[src/rtl/comb_sweep_pkg.sv]
// Shared types and sizes for the exhaustive 4-input combinational sweep controller.
package comb_sweep_pkg;

  localparam int unsigned N_VEC = 16;
  localparam int unsigned VEC_W = 4;
  localparam int unsigned CNT_W = 4;

  typedef enum logic [1:0] {
    S_IDLE,
    S_WAIT,
    S_SAMPLE,
    S_FINISH
  } state_t;

endpackage

[src/rtl/sweep_settle_timer.sv]
// Settle counter: counts cycles since the last clear; expired flags the final settle cycle.
module sweep_settle_timer
  import comb_sweep_pkg::*;
#(
  parameter int unsigned SETTLE = 2
) (
  input  logic clk,
  input  logic rst,
  input  logic clear,
  output logic expired
);

  logic [CNT_W-1:0] cnt;

  always_ff @(posedge clk) begin
    if (rst || clear) begin
      cnt <= '0;
    end else begin
      cnt <= cnt + CNT_W'(1);
    end
  end

  // Combinational so WAIT leaves on exactly the SETTLE-th cycle.
  assign expired = (cnt == CNT_W'(SETTLE - 1));

endmodule

[src/rtl/comb_sweep_ctrl.sv]
// Drives all 16 input vectors into a combinational block, captures its truth table and flags the first mismatch.
// Optional macro COMB_SWEEP_STOP_ON_ERR_EN: end the sweep at the first mismatching vector.
module comb_sweep_ctrl
  import comb_sweep_pkg::*;
#(
  parameter int unsigned SETTLE = 2
) (
  input  logic        clk,
  input  logic        rst,
  input  logic        start,
  input  logic [15:0] expect_tt,
  input  logic        y_in,
  output logic [3:0]  vec,
  output logic        busy,
  output logic        done,
  output logic [15:0] tt,
  output logic        mismatch,
  output logic [3:0]  err_idx
);

  localparam logic [VEC_W-1:0] LAST_VEC = VEC_W'(N_VEC - 1);

  state_t            state;
  logic [N_VEC-1:0]  exp_q;
  logic              settle_clr_c;
  logic              expired;
  logic              hit_c;
  logic              stop_c;

  // Counter runs only while waiting; every other state holds it at zero.
  assign settle_clr_c = (state != S_WAIT);
  assign hit_c        = (y_in != exp_q[vec]);

`ifdef COMB_SWEEP_STOP_ON_ERR_EN
  assign stop_c = (vec == LAST_VEC) || (hit_c && !mismatch);
`else
  assign stop_c = (vec == LAST_VEC);
`endif

  sweep_settle_timer #(
    .SETTLE (SETTLE)
  ) u_timer (
    .clk     (clk),
    .rst     (rst),
    .clear   (settle_clr_c),
    .expired (expired)
  );

  always_ff @(posedge clk) begin
    if (rst) begin
      state    <= S_IDLE;
      vec      <= '0;
      busy     <= 1'b0;
      done     <= 1'b0;
      tt       <= '0;
      mismatch <= 1'b0;
      err_idx  <= '0;
      exp_q    <= '0;
    end else begin
      done <= 1'b0;
      case (state)
        S_IDLE: begin
          if (start) begin
            vec      <= '0;
            tt       <= '0;
            mismatch <= 1'b0;
            err_idx  <= '0;
            exp_q    <= expect_tt;
            busy     <= 1'b1;
            state    <= S_WAIT;
          end
        end
        S_WAIT: begin
          if (expired) begin
            state <= S_SAMPLE;
          end
        end
        S_SAMPLE: begin
          tt[vec] <= y_in;
          if (hit_c && !mismatch) begin
            mismatch <= 1'b1;
            err_idx  <= vec;
          end
          if (stop_c) begin
            busy  <= 1'b0;
            done  <= 1'b1;
            state <= S_FINISH;
          end else begin
            vec   <= vec + VEC_W'(1);
            state <= S_WAIT;
          end
        end
        S_FINISH: begin
          state <= S_IDLE;
        end
        default: begin
          state <= S_IDLE;
        end
      endcase
    end
  end

endmodule

[config.mk]
export PLATFORM = sky130hd
export DESIGN_NAME = comb_sweep_ctrl
export DESIGN_NICKNAME = d
export VERILOG_FILES = /design/src/rtl/comb_sweep_pkg.sv /design/src/rtl/sweep_settle_timer.sv /design/src/rtl/comb_sweep_ctrl.sv
export SDC_FILE = /design/constraint.sdc
export NUM_CORES = 1
export LEC_CHECK = 0
export ABC_CLOCK_PERIOD_IN_PS = 5300
export CORE_MARGIN = 4
export CORE_UTILIZATION = 54
export DETAILED_ROUTE_END_ITERATION = 6
export PLACE_DENSITY = 0.91
export SYNTH_ARGS = -nofsm -noshare
export SYNTH_HDL_FRONTEND = slang
export SYNTH_HIERARCHICAL = 1
export SYNTH_SLANG_ARGS = --single-unit
export TNS_END_PERCENT = 50
[constraint.sdc]
create_clock -name clk -period 5.3 [get_ports clk]
set_input_delay 1.06 -clock clk [delete_from_list [all_inputs] [get_ports clk]]
set_output_delay 1.06 -clock clk [all_outputs]
set_load 0.01 [all_outputs]
# After elaboration in Yosys (flattened, before gate mapping)
# Index checks and enable logic that the tools add are counted.
totals:
  regBits: 49
  input_bits: 20
op_classes:
  addsub: 2
  order_cmp: 2
  eq_ne: 12
  muxes: 23
  bitwise_logic: 1
  reduce_logical: 13
op_table:
  columns: ["cell", "n"]
  rows:
  - ["$pmux 16 s2", 1]
  - ["$bwmux 16", 1]
  - ["$mux 16", 1]
  - ["$pmux 4 s2", 2]
  - ["$mux 4", 3]
  - ["$ne 2x2->1 const B", 5]
  - ["$reduce_and 3->1", 3]
  - ["$add 4x1->4 const B", 2]
  - ["$pmux 2 s4", 1]
  - ["$mux 1", 7]
  - ["$mux 2", 3]
  - ["$reduce_and 2->1", 3]
  - ["$lt 4x5->1 const B", 1]
  - ["$bmux 1 s4", 1]
  - ["$demux 1 s4", 1]
  - ["$eq 2x2->1 const B", 2]
  - ["$eq 4x1->1 const B", 1]
  - ["$eq 4x4->1 const B", 1]
  - ["$ge 4x1->1 const B", 1]
  - ["$pmux 1 s2", 2]
  - ["$eq 2x1->1 const B", 1]
  - ["$logic_and 1x1->1", 2]
  - ["$logic_not 2->1", 1]
  - ["$ne 2x1->1 const B", 1]
  - ["other kinds (6)", 6]

# Logic depth before layout (Yosys ltp)
depth:
  word_depth: 6
  mapped_depth: 7
  depth_no_buf: 6

# By module
# The synthesis kept the hierarchy.
modules_own_cells:
  columns: ["mod", "instances", "cells_per_inst", "area_each_um2"]
  rows:
  - ["comb_sweep_ctrl", 1, 241, 2079.5]
  - ["sweep_settle_timer", 1, 16, 168.9]

# Worst setup path before layout
# OpenSTA, ideal clock, no wires.
synth_timing:
  path_type: "input to register"
  startpoint: "in y_in"
  endpoint: "reg err_idx[2]"
  setup_time_ns: 0.070
  t_arrival_ns: 2.228
  slack_ns: 3.001
  stages: 5
  path_buffers: 1
  path_cell_list: "clkbuf_1 nor4b_1 mux2_2 o21ai_1 a21oi_1"
synth_via:
  elab_chain_cells: 4
synth_lines:
  columns: ["element", "line_no", "source"]
  rows:
  - ["start, declared", "comb_sweep_ctrl.sv:12", "input logic y_in,"]
  - ["$ne 1x1->1", "comb_sweep_ctrl.sv:32", "assign hit_c = (y_in != exp_q[vec]);"]
  - ["$logic_and 1x1->1", "comb_sweep_ctrl.sv:80", "if (hit_c && !mismatch) begin"]
  - ["$ne 2x2->1 (no source line)", null, null]
  - ["$reduce_and 3->1 (no source line)", null, null]
  - ["end signal, assigned", "comb_sweep_ctrl.sv:82", "err_idx <= vec;"]
  - ["end, declared", "comb_sweep_ctrl.sv:18", "output logic [3:0] err_idx"]
# Every way passes these cells.
# A chain may end at the register's enable or synchronous reset.

# Final worst setup path
layout_timing:
  startpoint: "in y_in"
  endpoint: "reg err_idx[1]"
# The elaborated chain is that of the path after synthesis.

==> flow_summary.json <==
{
  "internal_power_mw": 0.5101,
  "wire_per_inst_um": 14.31,
  "final_max_slew_viol_count": 0,
  "num_rows": 23,
  "p_comb_frac": 0.091,
  "drive_above_1_share": 0.06803,
  "pwr-share-seq": 0.578,
  "die_h_um": 72.53,
  "status": "completed",
  "portBuffers": 46,
  "synth-edff-count": 0,
  "wirelength_um": 4923,
  "cts_sinks": 49,
  "cts-root-buf": "clkbuf_8",
  "finClkSkew_ps": 11.04,
  "antenna_found_initial": 0,
  "cts_setup_buffers": 0,
  "num_vias": 1938,
  "clk_pin_slew_worst_paths_ps": 90,
  "switching_share": 0.2317,
  "htreeDepth": 2,
  "core_area_sq_um": 4000,
  "clk_path_buf_depth": 2,
  "arrival_ps": 3050,
  "vias_per_cell": 5.634,
  "tightestPinTransition_ps": 1032,
  "ios": 47,
  "syn_area_sq_um": 2248,
  "met3_usage": 0.04709,
  "clkPwrFrac": 0.331,
  "fin_crit_sh": 0.5346,
  "cts_resized": 0,
  "leakagePower_nw": 0.9354,
  "p_switching_mw": 0.1539,
  "fin_util": 0.6985,
  "synth_flop_cell": "dfxtp_1",
  "fmax_mhz": 352.9,
  "synth_seq_area_share": 0.4363,
  "area_growth_pct": 24.26,
  "ir_drop_uv": 194.9,
  "nFillCells": 327,
  "crit_family": "buffers and inverters",
  "crit_path_cell_trace": "clkdlybuf4s50_1 > nor4b_1 > mux2_2 > o21ai_1 > a21oi_1",
  "relSlewSlack": 0.3097,
  "dr.pass1.iters": 5,
  "finalSetupViolCount": 0,
  "grt_pass1_vias": 1766,
  "finalHoldViolCount": 0,
  "hp-class": "register to register",
  "period_needed_ps": 2834,
  "finalSetupTns_ps": 0,
  "dieArea_sq_um": 5260,
  "dieWidth_um": 72.53,
  "overflow": 0,
  "grt_use_met2": 0.3397,
  "cts_hold_buf": 0,
  "fin_nets": 320,
  "clk_latency_ps": 300,
  "ant_nets": 0,
  "rsz0062_at_grt": "no",
  "grt_util_all_layers": 0.1950,
  "drc_errors": 0,
  "diodes": 0,
  "synth_cell_types": 36,
  "path_buf_inv": 1,
  "grt_max_degree": 38,
  "ys_warn_count": 6,
  "drt_iter0_drc": 233,
  "synthCells": 257,
  "grt-busiest-layer": "met2",
  "crit_slowest_cell": "clkdlybuf4s50_1",
  "dp_hpwl_um": 3508,
  "async_flop_share": 0,
  "gp_congestion": 0.8830,
  "worstPathMaxFanout": 20,
  "end_kind": "register",
  "numCtsBuffers": 5,
  "floorplan.initialDensity": 0.5621,
  "ys_ff_latch": 49,
  "cap_viol_max_count": 0,
  "startpoint_type": "input port",
  "crit_type": "input port to register",
  "cp.required_ps": 5510,
  "p_per_area_nw_per_um2": 237.6,
  "grt_pass1_wl_um": 8142,
  "max_stage_delay_ps": 860,
  "syn-mean-instance-area_sq_um": 8.749,
  "cts_tree": "done",
  "grt_use_met1": 0.2398,
  "synthesis.nets": 283
}
[kinds of logic after synthesis]
family          share of synthesized area
compound gates                     0.1452
mux                                0.1096
xor+xnor                          0.01169
flops                              0.4363
fa+ha+maj                         0.03339
buf+inv                           0.03840
simple gates                       0.2254
[layer usage]
metal,up-vias,routed length (um)
met2,64,2476
met5,-,0
met1,891,2123
met3,4,288
li1,979,-
met4,0,35
[worst paths after layout]
| path | start | endpoint | slack (ps) | cells past startpoint |
|---|---|---|---|---|
| worst max register to register | vec[1] | err_idx[1] | 2920 | 5 |
| worst max-delay path | y_in | err_idx[1] | 2470 | 5 |
| worst min register to register | exp_q[9] | exp_q[9] | 460 | 2 |
| worst min-delay path | exp_q[9] | exp_q[9] | 460 | 2 |
[state kept, by name (all words and copies together), names as in the netlist]
| signal | cells |
|---|---|
| done | 1 |
| exp_q | 16 |
| err_idx | 4 |
| u_timer/cnt | 4 |
| tt | 16 |
| state | 2 |
| mismatch | 1 |
| vec | 4 |
| busy | 1 |
[power by group through the flow]
stage               Clock (mW)  Sequential (mW)  Combinational (mW)
floorplan                    0            0.391              0.0375
global placement             0            0.392              0.0591
detailed placement           0            0.393              0.0603
CTS                      0.223            0.384              0.0608
global route             0.237            0.385              0.0668
finish                   0.220            0.384              0.0606
[tightest hold or removal path, cell delays in order, from the launching register on]
cell     delay, ps
dfxtp_1        310
nand2_1         50
a21oi_1         50
[final cells by class]
class | count | area, sq um | share of cell area
flip-flops and latches | 49 | 980.9 | 0.3511
multi-input cells | 187 | 1181 | 0.4227
well taps | 50 | 62.56 | 0.02239
clock buffers | 7 | 86.33 | 0.03090
inverters | 4 | 15.01 | 0.005374
repair buffers | 47 | 467.9 | 0.1675
[cells in the mapped netlist, types with 2 or more instances]
cell,count,area [sq um]
mux4_2,2,45.04
nand2_1,44,165.2
nor3b_1,2,15.01
mux2_4,6,90.09
inv_1,4,15.01
mux2_1,3,33.78
nor3_1,6,30.03
buf_1,2,7.510
a21oi_1,39,195.2
dfxtp_1,49,980.9
nor2b_1,4,25.02
o211ai_1,11,82.58
nand2b_1,4,25.02
mux2_2,2,22.52
nor2_1,7,26.28
nand4_1,11,68.82
a31oi_1,2,12.51
o21ai_1,3,15.01
and2_1,5,31.28
clkbuf_1,14,52.55
nand3_1,15,75.07
xor2_1,2,17.52
mux2i_4,2,45.04
ha_1,6,75.07
[placed cells by master, fill, tap and decap left out, types with 2 or more instances in the layout]
cell type,count
dfxtp_1,49
clkdlybuf4s50_1,46
nand2_1,44
a21oi_1,39
nand3_1,15
nand4_1,11
o211ai_1,11
nor2_1,7
nor3_1,6
mux2_4,6
ha_1,6
clkbuf_8,6
and2_1,5
inv_1,4
nand2b_1,4
nor2b_1,4
mux2_1,3
o21ai_1,3
a31oi_1,2
xor2_1,2
mux2_2,2
mux4_2,2
mux2i_4,2
nor3b_1,2
[through the flow]
stage	total power, mW	hold slack [ps]	cells	cell area [sq um]	setup WS (ps)
after global routing	0.6888	472.8	344	2794	2300
after floorplan	0.4286	432.2	257	2248	3001
after global placement	0.4511	438.8	337	2708	2287
after CTS	0.6678	458.1	344	2794	2491
after detailed placement	0.4529	447.6	337	2708	2173
final	0.6640	455.7	344	2794	2466
No activity file was read; power rests on OpenSTA's default activity.
